## config.mk

```make
export PLATFORM = sky130hd
export DESIGN_NAME = hazard_unit_v2
export DESIGN_NICKNAME = d
export VERILOG_FILES = /design/src/rtl/mips_pipe_pkg.sv /design/src/rtl/mdu_busy_timer.sv /design/src/rtl/hazard_unit_v2.sv
export SDC_FILE = /design/constraint.sdc
export NUM_CORES = 1
export LEC_CHECK = 0
export ABC_CLOCK_PERIOD_IN_PS = 3500
export BUFFER_PORTS_ARGS = -buffer_cell sky130_fd_sc_hd__buf_4
export CAP_MARGIN = 10
export CORE_MARGIN = 4
export CORE_UTILIZATION = 35
export CTS_CLUSTER_SIZE = 8
export DETAILED_ROUTE_END_ITERATION = 8
export SYNTH_ARGS = -nofsm -noshare
export SYNTH_HDL_FRONTEND = slang
export SYNTH_SLANG_ARGS = --single-unit
```

## constraint.sdc

```tcl
create_clock -name clk -period 3.5 [get_ports clk]
set_input_delay 0.35 -clock clk [delete_from_list [all_inputs] [get_ports clk]]
set_output_delay 0.35 -clock clk [all_outputs]
set_load 0.02 [all_outputs]
```

## src/rtl/mips_pipe_pkg.sv

```systemverilog
// Shared pipeline definitions for the 5-stage MIPS core: forward-select
// encodings and register-address constants.
package mips_pipe_pkg;

  localparam int REG_ADDR_W_DEF = 5;
  localparam int unsigned REG_ZERO = 0;

  typedef enum logic [1:0] {
    FWD_NONE = 2'b00,
    FWD_WB   = 2'b01,
    FWD_MEM  = 2'b10
  } fwd_sel_e;

endpackage

```

## src/rtl/mdu_busy_timer.sv

```systemverilog
// Busy timer for the multi-cycle multiply/divide unit: busy for LAT-1 cycles
// after a start; a start while busy restarts the countdown.
module mdu_busy_timer #(
  parameter int LAT = 4
) (
  input  logic clk,
  input  logic reset,
  input  logic start,
  output logic busy
);

  localparam int CW = $clog2(LAT);
  localparam logic [CW-1:0] LOAD = CW'(LAT - 1);

  logic [CW-1:0] r_count;

  always_ff @(posedge clk or posedge reset) begin
    if (reset) begin
      r_count <= '0;
    end else if (start) begin
      r_count <= LOAD;
    end else if (r_count != '0) begin
      r_count <= r_count - 1'b1;
    end
  end

  assign busy = (r_count != '0);

endmodule

```

## src/rtl/hazard_unit_v2.sv

```systemverilog
// Forwarding, stall and flush control for the 5-stage MIPS pipeline, with a
// saturating stall counter. Define HAZARD_MDU_EN to add the MDU busy timer.
module hazard_unit_v2
  import mips_pipe_pkg::*;
#(
  parameter int REG_ADDR_W = REG_ADDR_W_DEF,
  parameter int MDU_LAT    = 4,
  parameter int CNT_W      = 16
) (
  input  logic                  clk,
  input  logic                  reset,
  input  logic [REG_ADDR_W-1:0] RsD,
  input  logic [REG_ADDR_W-1:0] RtD,
  input  logic [REG_ADDR_W-1:0] RsE,
  input  logic [REG_ADDR_W-1:0] RtE,
  input  logic [REG_ADDR_W-1:0] WriteRegE,
  input  logic [REG_ADDR_W-1:0] WriteRegM,
  input  logic [REG_ADDR_W-1:0] WriteRegW,
  input  logic                  RegWriteE,
  input  logic                  RegWriteM,
  input  logic                  RegWriteW,
  input  logic                  MemtoRegE,
  input  logic                  MemtoRegM,
  input  logic                  BranchD,
  input  logic                  JumpD,
  input  logic                  PCSrcD,
  input  logic                  MduStartE,
  input  logic                  MduUseD,
  output logic [1:0]            ForwardAE,
  output logic [1:0]            ForwardBE,
  output logic                  ForwardAD,
  output logic                  ForwardBD,
  output logic                  StallF,
  output logic                  StallD,
  output logic                  FlushD,
  output logic                  FlushE,
  output logic                  MduBusy,
  output logic [CNT_W-1:0]      StallCnt
);

  localparam logic [REG_ADDR_W-1:0] W_ZERO = REG_ADDR_W'(REG_ZERO);

  logic w_rse_m, w_rse_w, w_rte_m, w_rte_w;
  logic w_rsd_m, w_rtd_m;
  logic w_lw_stall, w_br_stall, w_mdu_stall, w_stall;
  logic w_e_hits_d, w_m_hits_d;
  logic w_mdu_busy;
  logic [CNT_W-1:0] r_stall_cnt;

  // Register 0 is hardwired, so a source of 0 never takes part in a hazard.
  assign w_rse_m = (RsE != W_ZERO) && RegWriteM && (RsE == WriteRegM);
  assign w_rse_w = (RsE != W_ZERO) && RegWriteW && (RsE == WriteRegW);
  assign w_rte_m = (RtE != W_ZERO) && RegWriteM && (RtE == WriteRegM);
  assign w_rte_w = (RtE != W_ZERO) && RegWriteW && (RtE == WriteRegW);
  assign w_rsd_m = (RsD != W_ZERO) && RegWriteM && (RsD == WriteRegM);
  assign w_rtd_m = (RtD != W_ZERO) && RegWriteM && (RtD == WriteRegM);

  always_comb begin
    ForwardAE = FWD_NONE;
    if (w_rse_m)      ForwardAE = FWD_MEM;
    else if (w_rse_w) ForwardAE = FWD_WB;
  end

  always_comb begin
    ForwardBE = FWD_NONE;
    if (w_rte_m)      ForwardBE = FWD_MEM;
    else if (w_rte_w) ForwardBE = FWD_WB;
  end

  assign ForwardAD = w_rsd_m;
  assign ForwardBD = w_rtd_m;

  assign w_lw_stall = MemtoRegE && (RtE != W_ZERO) && ((RtE == RsD) || (RtE == RtD));

  // A branch compares in D, so any producer still in E, or a load in M, must drain first.
  assign w_e_hits_d = RegWriteE && (WriteRegE != W_ZERO) &&
                      ((WriteRegE == RsD) || (WriteRegE == RtD));
  assign w_m_hits_d = MemtoRegM && (WriteRegM != W_ZERO) &&
                      ((WriteRegM == RsD) || (WriteRegM == RtD));
  assign w_br_stall = BranchD && (w_e_hits_d || w_m_hits_d);

`ifdef HAZARD_MDU_EN
  mdu_busy_timer #(
    .LAT (MDU_LAT)
  ) u_mdu_timer (
    .clk   (clk),
    .reset (reset),
    .start (MduStartE),
    .busy  (w_mdu_busy)
  );
  assign w_mdu_stall = w_mdu_busy && MduUseD;
`else
  localparam int MDU_LAT_UNUSED = MDU_LAT;
  logic w_mdu_unused;
  assign w_mdu_unused = MduStartE ^ MduUseD;
  assign w_mdu_busy   = 1'b0;
  assign w_mdu_stall  = 1'b0;
`endif

  assign w_stall = w_lw_stall | w_br_stall | w_mdu_stall;

  assign StallF  = w_stall;
  assign StallD  = w_stall;
  assign FlushE  = w_stall;
  assign FlushD  = (PCSrcD | JumpD) && !w_stall;
  assign MduBusy = w_mdu_busy;

  always_ff @(posedge clk or posedge reset) begin
    if (reset) begin
      r_stall_cnt <= '0;
    end else if (w_stall && (r_stall_cnt != '1)) begin
      r_stall_cnt <= r_stall_cnt + 1'b1;
    end
  end

  assign StallCnt = r_stall_cnt;

endmodule
```

After elaboration in Yosys (flattened, before gate mapping):

Index checks and enable logic that the tools add are counted.

* flip-flop bits (word level): 16
* input bits: 47
* output and inout port bits: 27
* word-level logic and storage cells: 53

* add/sub/neg operators: 1
* eq/ne operators: 13
* mux-type cells: 4
* bitwise logic cells: 2
* reductions and logical operators: 32

Operators by type and width (number)
* == test 5 bit: 12
* nonzero test 5 bit: 6
* logical AND 1 bit: 21
* adder 16 x 1 -> 16 bit, second input constant: 1
* != test 16 bit, second input constant: 1
* logical OR 1 bit: 4
* 2-to-1 mux 2 bit: 2
* 2-to-1 mux 1 bit: 2
* OR 1 bit: 2
* zero test 1 bit: 1

Depth between registers and ports, before layout:

* word-level depth: 8
* mapped depth: 9
* mapped depth without buffers: 8

Worst setup path after synthesis:

Ideal clock, no wire load.

* path type: reg-to-reg
* start: reg r_stall_cnt[0] (netlist: StallCnt[0])
* end: reg r_stall_cnt[1] (netlist: StallCnt[1])
* setup time: 0.128 ns
* arrival: 2.498 ns
* required time: 3.372 ns
* setup slack: 0.875 ns
* cell stages (with the launch flop): 9
* path buffers: 1
* clock period less this slack: 2.625 ns
* path through: dfrtp_1 ha_1 clkinv_1 or4_1 or2_4 a32o_1 a21oi_4 buf_6 mux2_1

* cells in the longest elaborated chain, start to end: 2
* elaborated cells on any way between the ends: 3
* classes of those cells: 1 x add/sub; 1 x eq/ne; 1 x reduce/logical

RTL lines
* start: declaration: RTL line hazard_unit_v2.sv:48 `logic [CNT_W-1:0] r_stall_cnt;`
* start signal: assignment: RTL line hazard_unit_v2.sv:112 `r_stall_cnt <= r_stall_cnt + 1'b1;`
* branches (longest 2 deep; another with adder 16 x 1 -> 16 bit)

Several ways; the timed one is not identified.
A chain may end at the register's enable or synchronous reset.

Final worst setup path:

Same ends and word-level chain as after synthesis.

==> reports/metrics.csv <==
stage,metric,value,unit
detailed_routing,routed vias/inst,4.925,
yosys,Syn Inst Count,186,
clocking,H-tree Lvls,1,
worst_setup_path,CP required,3630,ps
cells_and_area,Multi-input gate area,0.001039,sq mm
placed_design,quantity of I/O buffers inserted on ports,70,
clocking,worst skew pair latency,250,ps
detailed_routing,Routed wire per std cell,13.90,microns
placed_design,Placed Cells,290,
clocking,Root Driver,clkbuf_8,
sta,Peak Freq,371.2,MHz
global_routing,initial antenna violation count,0,
yosys,synth warn,0,
worst_setup_path,Worst R2R End,StallCnt[1]$_DFFE_PP0P_,
floorplanning,chip height,74.58,microns
yosys,"Cell Area, Synth",0.001551,sq mm
power_and_ir_drop,worst vdd ir,0.1717,mV
cells_and_area,Area growth syn-to-layout,35.89,%
cells_and_area,"commonest non-fill, non-tap cell in the layout",buf_4,
clocking,"Reg clk slew, reported paths",60,ps
yosys,sequential area share after synthesis,25.81,%
cells_and_area,FF+latch area,400.4,sq um
yosys,Syn Nets,234,
cells_and_area,final net count,293,
worst_setup_path,"Max FO, Critical Path",15,
cells_and_area,share of layout cells above drive strength 1,31.56,%
placed_design,Setup WS pre-CTS,829.4,ps
sta,Period minus WS final,2694,ps
floorplanning,die width,74.58,microns
worst_setup_path,Critical Path Source Type,register,
yosys,Post-Syn Area per Cell,8.341,sq um
placed_design,GPL Wtd Cong,0.8133,
global_routing,first-pass GRT wire length,6499,microns
cells_and_area,post-route insts no fill,294,
sta,Slew @ Worst Pin,602.9,ps
clocking,# hold bufs at CTS,0,
floorplanning,Die Area,0.005562,sq mm
flow_run,Max Cap Violations,0,
cells_and_area,antenna cells,0,
yosys,Netlist cell types,30,
floorplanning,FP Rows,23,
sta,RSZ-0062 raised after global routing,false,
clocking,Num Clock Sinks,16,
floorplanning,Top Ports,74,
clocking,setup repair bufs after CTS,0,
global_routing,GRT Util Overall,14.85,%
detailed_routing,Post-DRT Antenna Nets,0,
sta,# setup viols final,0,
sta,Final period util,76.97,%
sta,Setup TNS,0,ps
clocking,Post-CTS Resized,0,
sta,Fin. Hold Viols,0,
sta,final max-slew violation count,0,
worst_setup_path,crit path capture type,register,
worst_setup_path,CP arrival,2830,ps
power_and_ir_drop,PD cells,311.7,mW/mm^2
detailed_routing,DRC Markers,0,
cells_and_area,fin util,50.88,%
cells_and_area,max reg flops,16,
yosys,Synth Register Bits,16,
sta,skew final,1.925,ps
clocking,total CTS buffers,3,
worst_setup_path,worst-case reg-to-reg path depth,7,
detailed_routing,final wirelength,4088,microns
status,outcome,completed,
worst_setup_path,reg2reg setup slack,810,ps
clocking,clock tree buffer depth,2,
detailed_routing,DR iter-0 viols,38,
floorplanning,Starting Density,37.44,%
placed_design,HPWL after DPL,3374,microns
global_routing,vias in the first global route,1350,
sta,Slew HR,59.76,%
worst_setup_path,RR Startpoint,StallCnt[0]$_DFFE_PP0P_,
worst_setup_path,Setup CP Type,register to register,
clocking,CTS tree,done,
detailed_routing,Vias,1448,
worst_hold_path,worst hold path class,input pin to async pin,
global_routing,grt ovf,0,
power_and_ir_drop,leakage,0.9528,nW
sta,final setup margin,806.1,ps
floorplanning,core area,0.004144,sq mm
global_routing,pin count of the biggest net entering global routing,17,
detailed_routing,first-pass iteration count of the detailed router,4,
cells_and_area,Fill cells,418,
cells_and_area,most frequent cells in the layout,"70 x buf_4, 43 x xnor2_1, 21 x xor2_1",
power_and_ir_drop,Total Power,0.6571,mW
per-layer routing:
| layer | share of wire (%) | vias up | routed length [microns] | global-route usage, % |
|---|---|---|---|---|
| li1 | - | 738 | - | - |
| met1 | 47 | 666 | 1931 | 20.73 |
| met2 | 45 | 40 | 1845 | 24.20 |
| met3 | 7.0 | 4 | 285 | 2.703 |
| met4 | 0.61 | 0 | 25 | 2.767 |
| met5 | 0 | - | 0 | 0 |
cells by family (layout without fill, tap and decap cells):
group	Yosys count	in the layout	share of synthesized area, %
and+or+nand+nor	68	68	22.66
xor gates and xnor gates	64	64	36.13
buffers and inverters	23	81	7.258
DFF	16	16	25.81
AOI/OAI and AO/OA	11	11	5.645
muxes	2	2	1.452
adders and majority gates	1	1	0.8063
other	1	1	0.2417
cell usage after synthesis:
cell type / number / area share, %
nor2_1: 11 / 2.7
nand2_1: 13 / 3.1
or4_1: 7 / 3.4
nand4_1: 5 / 2.0
buf_1: 1 / 0.24
a21oi_4: 1 / 1.0
nand3_1: 13 / 4.2
o21ba_2: 1 / 0.65
o21ai_0: 2 / 0.65
buf_6: 1 / 0.73
or2_4: 1 / 0.56
ha_1: 1 / 0.81
a32o_1: 1 / 0.65
xor2_1: 21 / 12
dfrtp_1: 16 / 26
o22ai_1: 2 / 0.81
and4_1: 1 / 0.56
xnor2_1: 43 / 24
clkinv_1: 2 / 0.48
mux2_1: 2 / 1.5
nor3_1: 9 / 2.9
inv_1: 5 / 1.2
buf_4: 5 / 2.4
nor4_1: 7 / 2.8
clkbuf_1: 9 / 2.2
a21oi_1: 1 / 0.32
conb_1: 1 / 0.24
a221oi_1: 1 / 0.56
nor2b_1: 1 / 0.40
o211ai_1: 2 / 0.97
power breakdown:
| group | internal, mW | switching (mW) |
|---|---|---|
| sequential | 0.206 | 0.0312 |
| combinational | 0.128 | 0.128 |
| clock | 0.0998 | 0.0649 |
| total | 0.433 | 0.224 |
critical path, cell delays in order, from the launching register on:
cell	delay [ps]
dfrtp_1	440
ha_1	230
clkinv_1	90
or4_1	530
or2_4	260
a32o_1	280
a21oi_4	370
mux2_1	360
layout make-up:
| class | count | area share [%] |
|---|---|---|
| Multi-Input combinational cell | 147 | 49.26 |
| Timing Repair Buffer | 70 | 24.93 |
| Sequential cell | 16 | 18.99 |
| Tap cell | 50 | 2.967 |
| Clock buffer | 4 | 2.611 |
| Inverter | 7 | 1.246 |
stage by stage:
step | hold WS (ps) | area [sq um]
floorplan | 263.7 | 1551
global placement | 468.8 | 2053
detailed placement | 472.0 | 2053
CTS | 193.8 | 2108
global route | 227.3 | 2108
finish | 169.0 | 2108
how the worst max path moves through the flow:
stage | from | endpoint | slack (ps) | cells after the start
6_report | StallCnt[0]$_DFFE_PP0P_ | StallCnt[1]$_DFFE_PP0P_ | 810 | 7
3_3_place_gp | StallCnt[0]$_DFFE_PP0P_ | StallCnt[1]$_DFFE_PP0P_ | 840 | 7
4_1_cts | StallCnt[0]$_DFFE_PP0P_ | StallCnt[1]$_DFFE_PP0P_ | 820 | 7
3_5_place_dp | StallCnt[0]$_DFFE_PP0P_ | StallCnt[1]$_DFFE_PP0P_ | 830 | 7
2_1_floorplan | StallCnt[0]$_DFFE_PP0P_ | StallCnt[1]$_DFFE_PP0P_ | 870 | 8
5_1_grt | StallCnt[0]$_DFFE_PP0P_ | StallCnt[1]$_DFFE_PP0P_ | 690 | 7
No activity file was read; power rests on OpenSTA's default activity.
